**src/rtl/core_pkg.sv**
```systemverilog
// Shared core types: fetch FSM states, the canonical NOP and the IF/ID beat.
package core_pkg;

  typedef enum logic {
    RUN  = 1'b0,
    HALT = 1'b1
  } fetch_state_e;

  // addi x0, x0, 0
  localparam logic [31:0] NOP_INSTR = 32'h0000_0013;

  typedef struct packed {
    logic        valid;
    logic [31:0] pc;
    logic [31:0] pc_plus4;
    logic [31:0] instr;
    logic        misalign;
  } if_id_t;

endpackage

```
**src/rtl/pc_gen.sv**
```systemverilog
// Program counter register with next-PC selection (redirect / +4 / hold).
module pc_gen #(
  parameter logic [31:0] RESET_PC = 32'h0000_0000
) (
  input  logic        clk,
  input  logic        reset,
  input  logic        i_redirect,
  input  logic [31:0] i_redirect_pc,
  input  logic        i_advance,
  output logic [31:0] o_pc,
  output logic [31:0] o_pc_plus4
);

  logic [31:0] r_pc;
  logic [31:0] w_pc_plus4;
  logic [31:0] w_pc_next;

  // Wraps mod 2^32; the carry out is intentionally dropped.
  assign w_pc_plus4 = r_pc + 32'd4;

  // Next-PC mux: redirect beats sequential advance, otherwise hold.
  always_comb begin
    w_pc_next = r_pc;
    if (i_redirect) begin
      w_pc_next = i_redirect_pc;
    end else if (i_advance) begin
      w_pc_next = w_pc_plus4;
    end
  end

  // PC register with synchronous reset.
  always_ff @(posedge clk) begin
    if (reset) begin
      r_pc <= RESET_PC;
    end else begin
      r_pc <= w_pc_next;
    end
  end

  assign o_pc       = r_pc;
  assign o_pc_plus4 = w_pc_plus4;

endmodule

```
**src/rtl/fetch_unit.sv**
```systemverilog
// Instruction fetch stage: drives imem with the PC and captures the returned
// word into the IF/ID register, handling backpressure, redirect/flush and a
// halt on misaligned redirect targets.
//
//  state | meaning
//  RUN   | normal sequential fetch
//  HALT  | fetch stopped after a misaligned redirect; only a redirect/reset exits
module fetch_unit
  import core_pkg::*;
#(
  parameter logic [31:0] RESET_PC = 32'h0000_0000
) (
  input  logic        clk,
  input  logic        reset,
  output logic [31:0] imem_addr,
  input  logic [31:0] imem_rdata,
  input  logic        redirect_valid,
  input  logic [31:0] redirect_pc,
  input  logic        id_ready,
  output logic        id_valid,
  output logic [31:0] id_pc,
  output logic [31:0] id_pc_plus4,
  output logic [31:0] id_instr,
  output logic        id_misalign
);

  fetch_state_e r_state;
  if_id_t       r_if_id;

  logic        w_adv;
  logic        w_pc_advance;
  logic        w_redirect_misaligned;
  logic [31:0] w_pc;
  logic [31:0] w_pc_plus4;

  assign w_adv                 = !r_if_id.valid || id_ready;
  assign w_pc_advance          = (r_state == RUN) && w_adv && !redirect_valid;
  assign w_redirect_misaligned = (redirect_pc[1:0] != 2'b00);

  pc_gen #(
    .RESET_PC (RESET_PC)
  ) u_pc_gen (
    .clk           (clk),
    .reset         (reset),
    .i_redirect    (redirect_valid),
    .i_redirect_pc (redirect_pc),
    .i_advance     (w_pc_advance),
    .o_pc          (w_pc),
    .o_pc_plus4    (w_pc_plus4)
  );

  // Fetch FSM and IF/ID register; priority is reset > redirect > advance > hold.
  always_ff @(posedge clk) begin
    if (reset) begin
      r_state <= RUN;
      r_if_id <= '{valid: 1'b0, pc: 32'd0, pc_plus4: 32'd4,
                   instr: NOP_INSTR, misalign: 1'b0};
    end else if (redirect_valid) begin
      if (w_redirect_misaligned) begin
        // Present the fault as a single NOP beat so decode can trap on it.
        r_state          <= HALT;
        r_if_id.valid    <= 1'b1;
        r_if_id.misalign <= 1'b1;
        r_if_id.pc       <= redirect_pc;
        r_if_id.pc_plus4 <= redirect_pc + 32'd4;
        r_if_id.instr    <= NOP_INSTR;
      end else begin
        // Flush: the word fetched at the old PC this cycle is dropped.
        r_state       <= RUN;
        r_if_id.valid <= 1'b0;
      end
    end else if (w_adv) begin
      if (r_state == RUN) begin
        r_if_id.valid    <= 1'b1;
        r_if_id.pc       <= w_pc;
        r_if_id.pc_plus4 <= w_pc_plus4;
        r_if_id.instr    <= imem_rdata;
        r_if_id.misalign <= 1'b0;
      end else begin
        r_if_id.valid <= 1'b0;
      end
    end
  end

  assign imem_addr   = w_pc;
  assign id_valid    = r_if_id.valid;
  assign id_pc       = r_if_id.pc;
  assign id_pc_plus4 = r_if_id.pc_plus4;
  assign id_instr    = r_if_id.instr;
  assign id_misalign = r_if_id.misalign;

endmodule

```
**config.mk**
```make
export PLATFORM = sky130hd
export DESIGN_NAME = fetch_unit
export DESIGN_NICKNAME = d
export VERILOG_FILES = /design/src/rtl/core_pkg.sv /design/src/rtl/pc_gen.sv /design/src/rtl/fetch_unit.sv
export SDC_FILE = /design/constraint.sdc
export NUM_CORES = 1
export LEC_CHECK = 0
export CAP_MARGIN = 20
export CORE_MARGIN = 8
export CORE_UTILIZATION = 48
export CTS_CLUSTER_SIZE = 10
export DETAILED_ROUTE_END_ITERATION = 6
export PLACE_DENSITY = 0.92
export SLEW_MARGIN = 40
export SYNTH_ARGS = -nofsm -noshare
export SYNTH_HDL_FRONTEND = slang
export SYNTH_SLANG_ARGS = --single-unit
```
**constraint.sdc**
```tcl
create_clock -name clk -period 2.08 [get_ports clk]
set_input_delay 0.52 -clock clk [delete_from_list [all_inputs] [get_ports clk]]
set_output_delay 0.52 -clock clk [all_outputs]
set_load 0.01 [all_outputs]
```
Yosys cells after proc, flatten, opt, wreduce, memory -nomap -nowiden
Cells that the tools add are included.
{ "classes": {"muxes": 8, "n_reduce_logical": 9, "add_sub_neg": 2, "bitwise_logic": 1, "eq_ne": 2} }
{ "ops": {"columns": ["op", "count"], "rows": [
  ["98-bit two-way mux", 2],
  ["97-bit two-way mux", 2],
  ["32-bit by 3-bit adder with 32-bit output (second input constant)", 2],
  ["32-bit two-way mux", 2],
  ["2-bit nonzero test", 3],
  ["3-bit AND reduction", 1],
  ["1-bit logical AND", 2],
  ["1-bit logical NOT", 2],
  ["1-bit two-way mux", 2],
  ["2-bit by 1-bit inequality test with 1-bit output (second input constant)", 1],
  ["2-bit inequality test (second input constant)", 1],
  ["1-bit logical OR", 1],
  ["1-bit NOT", 1]
]} }
{ "word_totals": {"inputBits": 68, "ff_bits": 131, "output_inout_bits": 130} }

Logic depth before layout (Yosys ltp)
{ "depth": {"ltp_word": 6, "depth_mapped": 8, "mapped_depth_nobuf": 6} }

Hierarchy
A second synthesis with hierarchy kept.
{ "hier_totals": {"hier_cells": 835, "area_unflattened_um2": 7079.3} }
{ "by_module_without_submodules": {"columns": ["mod", "instances", "cells_each", "area_each_um2", "seq_area_each_um2"], "rows": [
  ["fetch_unit", 1, 527, 4728.3, 1981.9],
  ["pc_gen", 1, 308, 2351.0, 640.6]
]} }

Least setup slack after synthesis
No wires, ideal clock.
{ "synth_timing": {"path_type": "input to register", "from": "input redirect_pc[4]", "to": "register r_if_id, in the netlist id_pc_plus4[27]", "path_stages": 6, "setup_ps": 103, "setup_slack_ps": 158, "arrival_time_ps": 1818, "path_cell_list": "buf_2 > nand4_1 > or2_2 > nor4_2 > nor3b_1 > a2111oi_2"} }
{ "synth_between": {"elab_chain_len": 3} }
{ "synth_rtl": {"columns": ["item", "line_no", "text"], "rows": [
  ["start, declared", "fetch_unit.sv:18", "input logic [31:0] redirect_pc,"],
  ["32-bit by 3-bit adder with 32-bit output", "fetch_unit.sv:65", "r_if_id.pc_plus4 <= redirect_pc + 32'd4;"],
  ["97-bit two-way mux", "fetch_unit.sv:59", "if (w_redirect_misaligned) begin"],
  ["98-bit two-way mux", "fetch_unit.sv:58", "end else if (redirect_valid) begin"],
  ["end signal, assigned", "fetch_unit.sv:56", "r_if_id <= '{valid: 1'b0, pc: 32'd0, pc_plus4: 32'd4,"],
  ["end, declared", "fetch_unit.sv:28", "if_id_t r_if_id;"]
]} }
Every way passes these cells. The select of a mux whose other input is x is not followed.
A chain may end at the register's enable or synchronous reset.

Final worst setup path
{ "layout_timing": {"from": "input redirect_pc[6]", "to": "register r_if_id, in the netlist id_pc_plus4[16]"} }
Same word-level chain as after synthesis.

==> impl_metrics.env <==
export IMPL_path_max_fanout=9
export IMPL_finalWorstSetupSlack_ns=-0.126
export IMPL_use_met2=0.459
export IMPL_setup_viol=1
export IMPL_r2r_end="id_pc_plus4[31]$_SDFFE_PP0P_"
export IMPL_status="finished, violations left"
export IMPL_pwr_share_clk=0.419
export IMPL_avgViaCountPerCell=6.19
export IMPL_grt_pass1_wl_um=40900
export IMPL_cts_htree_levels=4
export IMPL_crit_path_end_kind="flip-flop"
export IMPL_synth_flop_cell="dfxtp_1"
export IMPL_die_area_sq_um=17800
export IMPL_hold_class="flip-flop to flip-flop"
export IMPL_drive_gt1_frac=0.163
export IMPL_yosys_register_bits=129
export IMPL_post_route_drc_count=1
export IMPL_portBuffers=197
export IMPL_synth_area_leaders="dfxtp_1 39%, nand2_1 5.1%, a211oi_1 5.0%, nor2_1 4.6%, xor2_1 4.5%"
export IMPL_grt_max_degree=103
export IMPL_numCtsBuffers=17
export IMPL_holdWs_ns=0.446
export IMPL_period_needed_ns=2.21
export IMPL_yosysMostFrequentCell="dfxtp_1"
export IMPL_path_clk_slew_ns=0.07
export IMPL_gp_congestion=0.922
export IMPL_grt_busiest_layer="met2"
export IMPL_rr_worst_depth=5
export IMPL_drt_iter0_drc=1081
export IMPL_slew_headroom=0.654
export IMPL_area_growth_pct=55.0
export IMPL_path_buf_inv=3
export IMPL_fp_dieW_um=133
export IMPL_core_area_sq_um=13700
export IMPL_swShare=0.281
export IMPL_routed_via_count=7895
export IMPL_switchingPower_mw=2.12
export IMPL_grtUsageMet3=0.0911
export IMPL_startpoint_type="input pin"
export IMPL_clockRootBuffer="clkbuf_16"
export IMPL_final_antenna_net_count=0
export IMPL_synth_top_cells_by_count="129 x dfxtp_1, 90 x nand2_1, 81 x nor2_1"
export IMPL_die_h_um=133
export IMPL_fmax_mhz=453
export IMPL_maxCapViolCount=0
export IMPL_gr_total_overflow=0
export IMPL_r2r_start="u_pc_gen.o_pc[26]$_SDFFE_PP0P_"
export IMPL_peakVddDrop_mv=0.555
export IMPL_crit_slowest_cell="clkdlybuf4s50_1"
export IMPL_seq_area_frac_synth=0.391
export IMPL_p_leak_nw=4.01
export IMPL_rrSetupSlack_ns=0.12
export IMPL_p_comb_frac=0.211
export IMPL_synth_top_area_share=0.391
export IMPL_violations="design-rule violations, negative setup slack"
export IMPL_grt_pass1_vias=7602
export IMPL_hp_start="id_pc_plus4[2]$_SDFFE_PP1P_"
export IMPL_drt_pass1_iterations=7
export IMPL_critPathTopFamily="buffers and inverters"
export IMPL_cellPowerDensity_nw_per_um2=736
export IMPL_setup_tns_ns=-0.126
export IMPL_cts_sinks=129
export IMPL_routed_wl_um=26700
export IMPL_power_internal_mw=5.42
export IMPL_use_met1=0.335
export IMPL_synth_area_per_cell_sq_um=8.01
export IMPL_syn_cell_area_sq_um=6600
export IMPL_initial_core_util=0.483
export IMPL_yosysUniqueCellTypes=57
export IMPL_tightest_slew_ns=0.520
export IMPL_hold_depth=2
export IMPL_finalCritPeriodShare=1.06
export IMPL_critical_path_arrival_ns=2.53
export IMPL_diodes=0
export IMPL_synth_edff_count=0
export IMPL_cp_data_required_time_ns=2.40
export IMPL_worstSetupPathType="input pin to flip-flop"
export IMPL_hpwl_um=17600
export IMPL_cts_tree="yes"
export IMPL_hold_violations=0
export IMPL_crit_path_max_incr_delay_ns=0.52
export IMPL_hold_buffers=0
export IMPL_synth_top_cell_by_area="dfxtp_1"
export IMPL_syn_inst=824
export IMPL_p_seq_frac=0.370
export IMPL_nets=1152
export IMPL_antenna_found_initial=0
export IMPL_yosys_warnings=0
export IMPL_final_max_slew_viol_count=0
export IMPL_clkLatencyLatePin_ns=0.43
export IMPL_path_cells="clkdlybuf4s50_1, nand3_2, buf_4, nor4_4, buf_4, xor2_1, o221ai_1, a21oi_2"
export IMPL_synth_fp_nets=894
export IMPL_grt_usage=0.286
export IMPL_fp_row_count=43
export IMPL_hold_end="id_pc_plus4[2]$_SDFFE_PP1P_"
export IMPL_cp_common_cell="buf_4"
export IMPL_io_pins=198
export IMPL_wire_per_inst_um=20.9
export IMPL_clockBufferDepth=2
export IMPL_skew_ns=0.0171
export IMPL_async_flop_share=0
[state kept, by name, indices dropped and copies added, names as in the netlist]
name and count:
id_instr 32, id_pc 32, u_pc_gen.o_pc 32, id_pc_plus4 30, id_misalign 1, id_valid 1
r_state 1
[power by group through the flow]
stage                     logic (mW)  registers, mW  clock network [mW]
after floorplan                0.566           2.90                   0
after CTS                       1.55           2.78                3.17
after detailed placement        1.52           2.83                   0
after global routing            1.69           2.81                3.29
after global placement          1.49           2.82                   0
final                           1.59           2.79                3.16
[placed cells by master, fill, tap and decap left out, types with 17 or more instances in the layout]
master | synthesis | final
mux2i_1 | 29 | 29
clkdlybuf4s50_1 | 0 | 183
xor2_1 | 34 | 34
a211oi_1 | 44 | 43
xnor2_1 | 26 | 26
buf_4 | 3 | 106
clkbuf_16 | 0 | 17
o21ai_0 | 20 | 20
nand4_1 | 29 | 29
nand2_1 | 90 | 88
nor3_1 | 28 | 27
nand3_1 | 56 | 53
a21oi_1 | 56 | 55
nor2_1 | 81 | 81
dfxtp_1 | 129 | 125
[worst reg2reg max path: cells and delay by family (launching register included)]
kind,cells,cell delay (ns)
XOR/XNOR,1,0.16
AO/OA/AOI/OAI,1,0.40
AND/OR/NAND/NOR,3,0.85
flip-flops,1,0.42
[how the worst max path moves through the flow]
stage | depth (start not counted) | slack [ns] | start | to
final | 8 | -0.13 | redirect_pc[6] | id_pc_plus4[16]$_SDFFE_PP0P_
after global routing | 8 | -0.16 | redirect_pc[6] | id_pc_plus4[16]$_SDFFE_PP0P_
after CTS | 2 | 0.001 | u_pc_gen.o_pc[2]$_SDFFE_PP0P_ | imem_addr[2]
after detailed placement | 6 | -0.53 | redirect_pc[14] | id_pc_plus4[27]$_SDFFE_PP0P_
after global placement | 6 | -0.42 | redirect_pc[13] | id_pc_plus4[27]$_SDFFE_PP0P_
after floorplan | 6 | 0.16 | redirect_pc[4] | id_pc_plus4[27]$_SDFFE_PP0P_
[per-stage QoR]
stage	utilization	power (mW)	instances	area, sq um	setup slack [ns]
floorplan	-	3.47	824	6600	0.158
global placement	0.692	4.31	1240	9450	-0.424
detailed placement	0.692	4.35	1240	9450	-0.529
CTS	0.741	7.50	1274	10100	0.00133
global route	0.749	7.78	1275	10200	-0.155
finish	0.749	7.54	1275	10200	-0.126
[per-layer routing]
metal | vias up | share of wire
li1 | 3480 | -
met1 | 3592 | 0.36
met2 | 648 | 0.46
met5 | - | 0
met4 | 0 | 0.058
met3 | 175 | 0.13
[cell families (layout without fill, tap and decap cells)]
family | Yosys count | count (layout) | share of synthesized area
compound gates | 181 | 181 | 0.180
xor+xnor | 60 | 60 | 0.0796
fa+ha+maj | 2 | 2 | 0.00379
buf+inv | 86 | 357 | 0.0521
flops | 129 | 129 | 0.391
mux | 32 | 32 | 0.0491
simple gates | 334 | 334 | 0.244
[repair_timing]
action                                 in CTS  in global routing
cloned                                      0                  0
buffers inserted                            2                  1
setup endpoints to repair                  17                 21
endpoints found under the hold margin       0                  0
pin swaps                                   2                  3
gates resized for setup                     8                 26
[layout make-up]
class | count | area, sq um
fillers | 911 | 3430
flip-flops and latches | 129 | 2590
clock buffers | 20 | 467
well taps | 180 | 225
clock inverters | 12 | 155
repair buffers | 310 | 2940
multi-input cells | 609 | 3810
inverters | 15 | 56.3
Power figures use the tool's default switching activity.
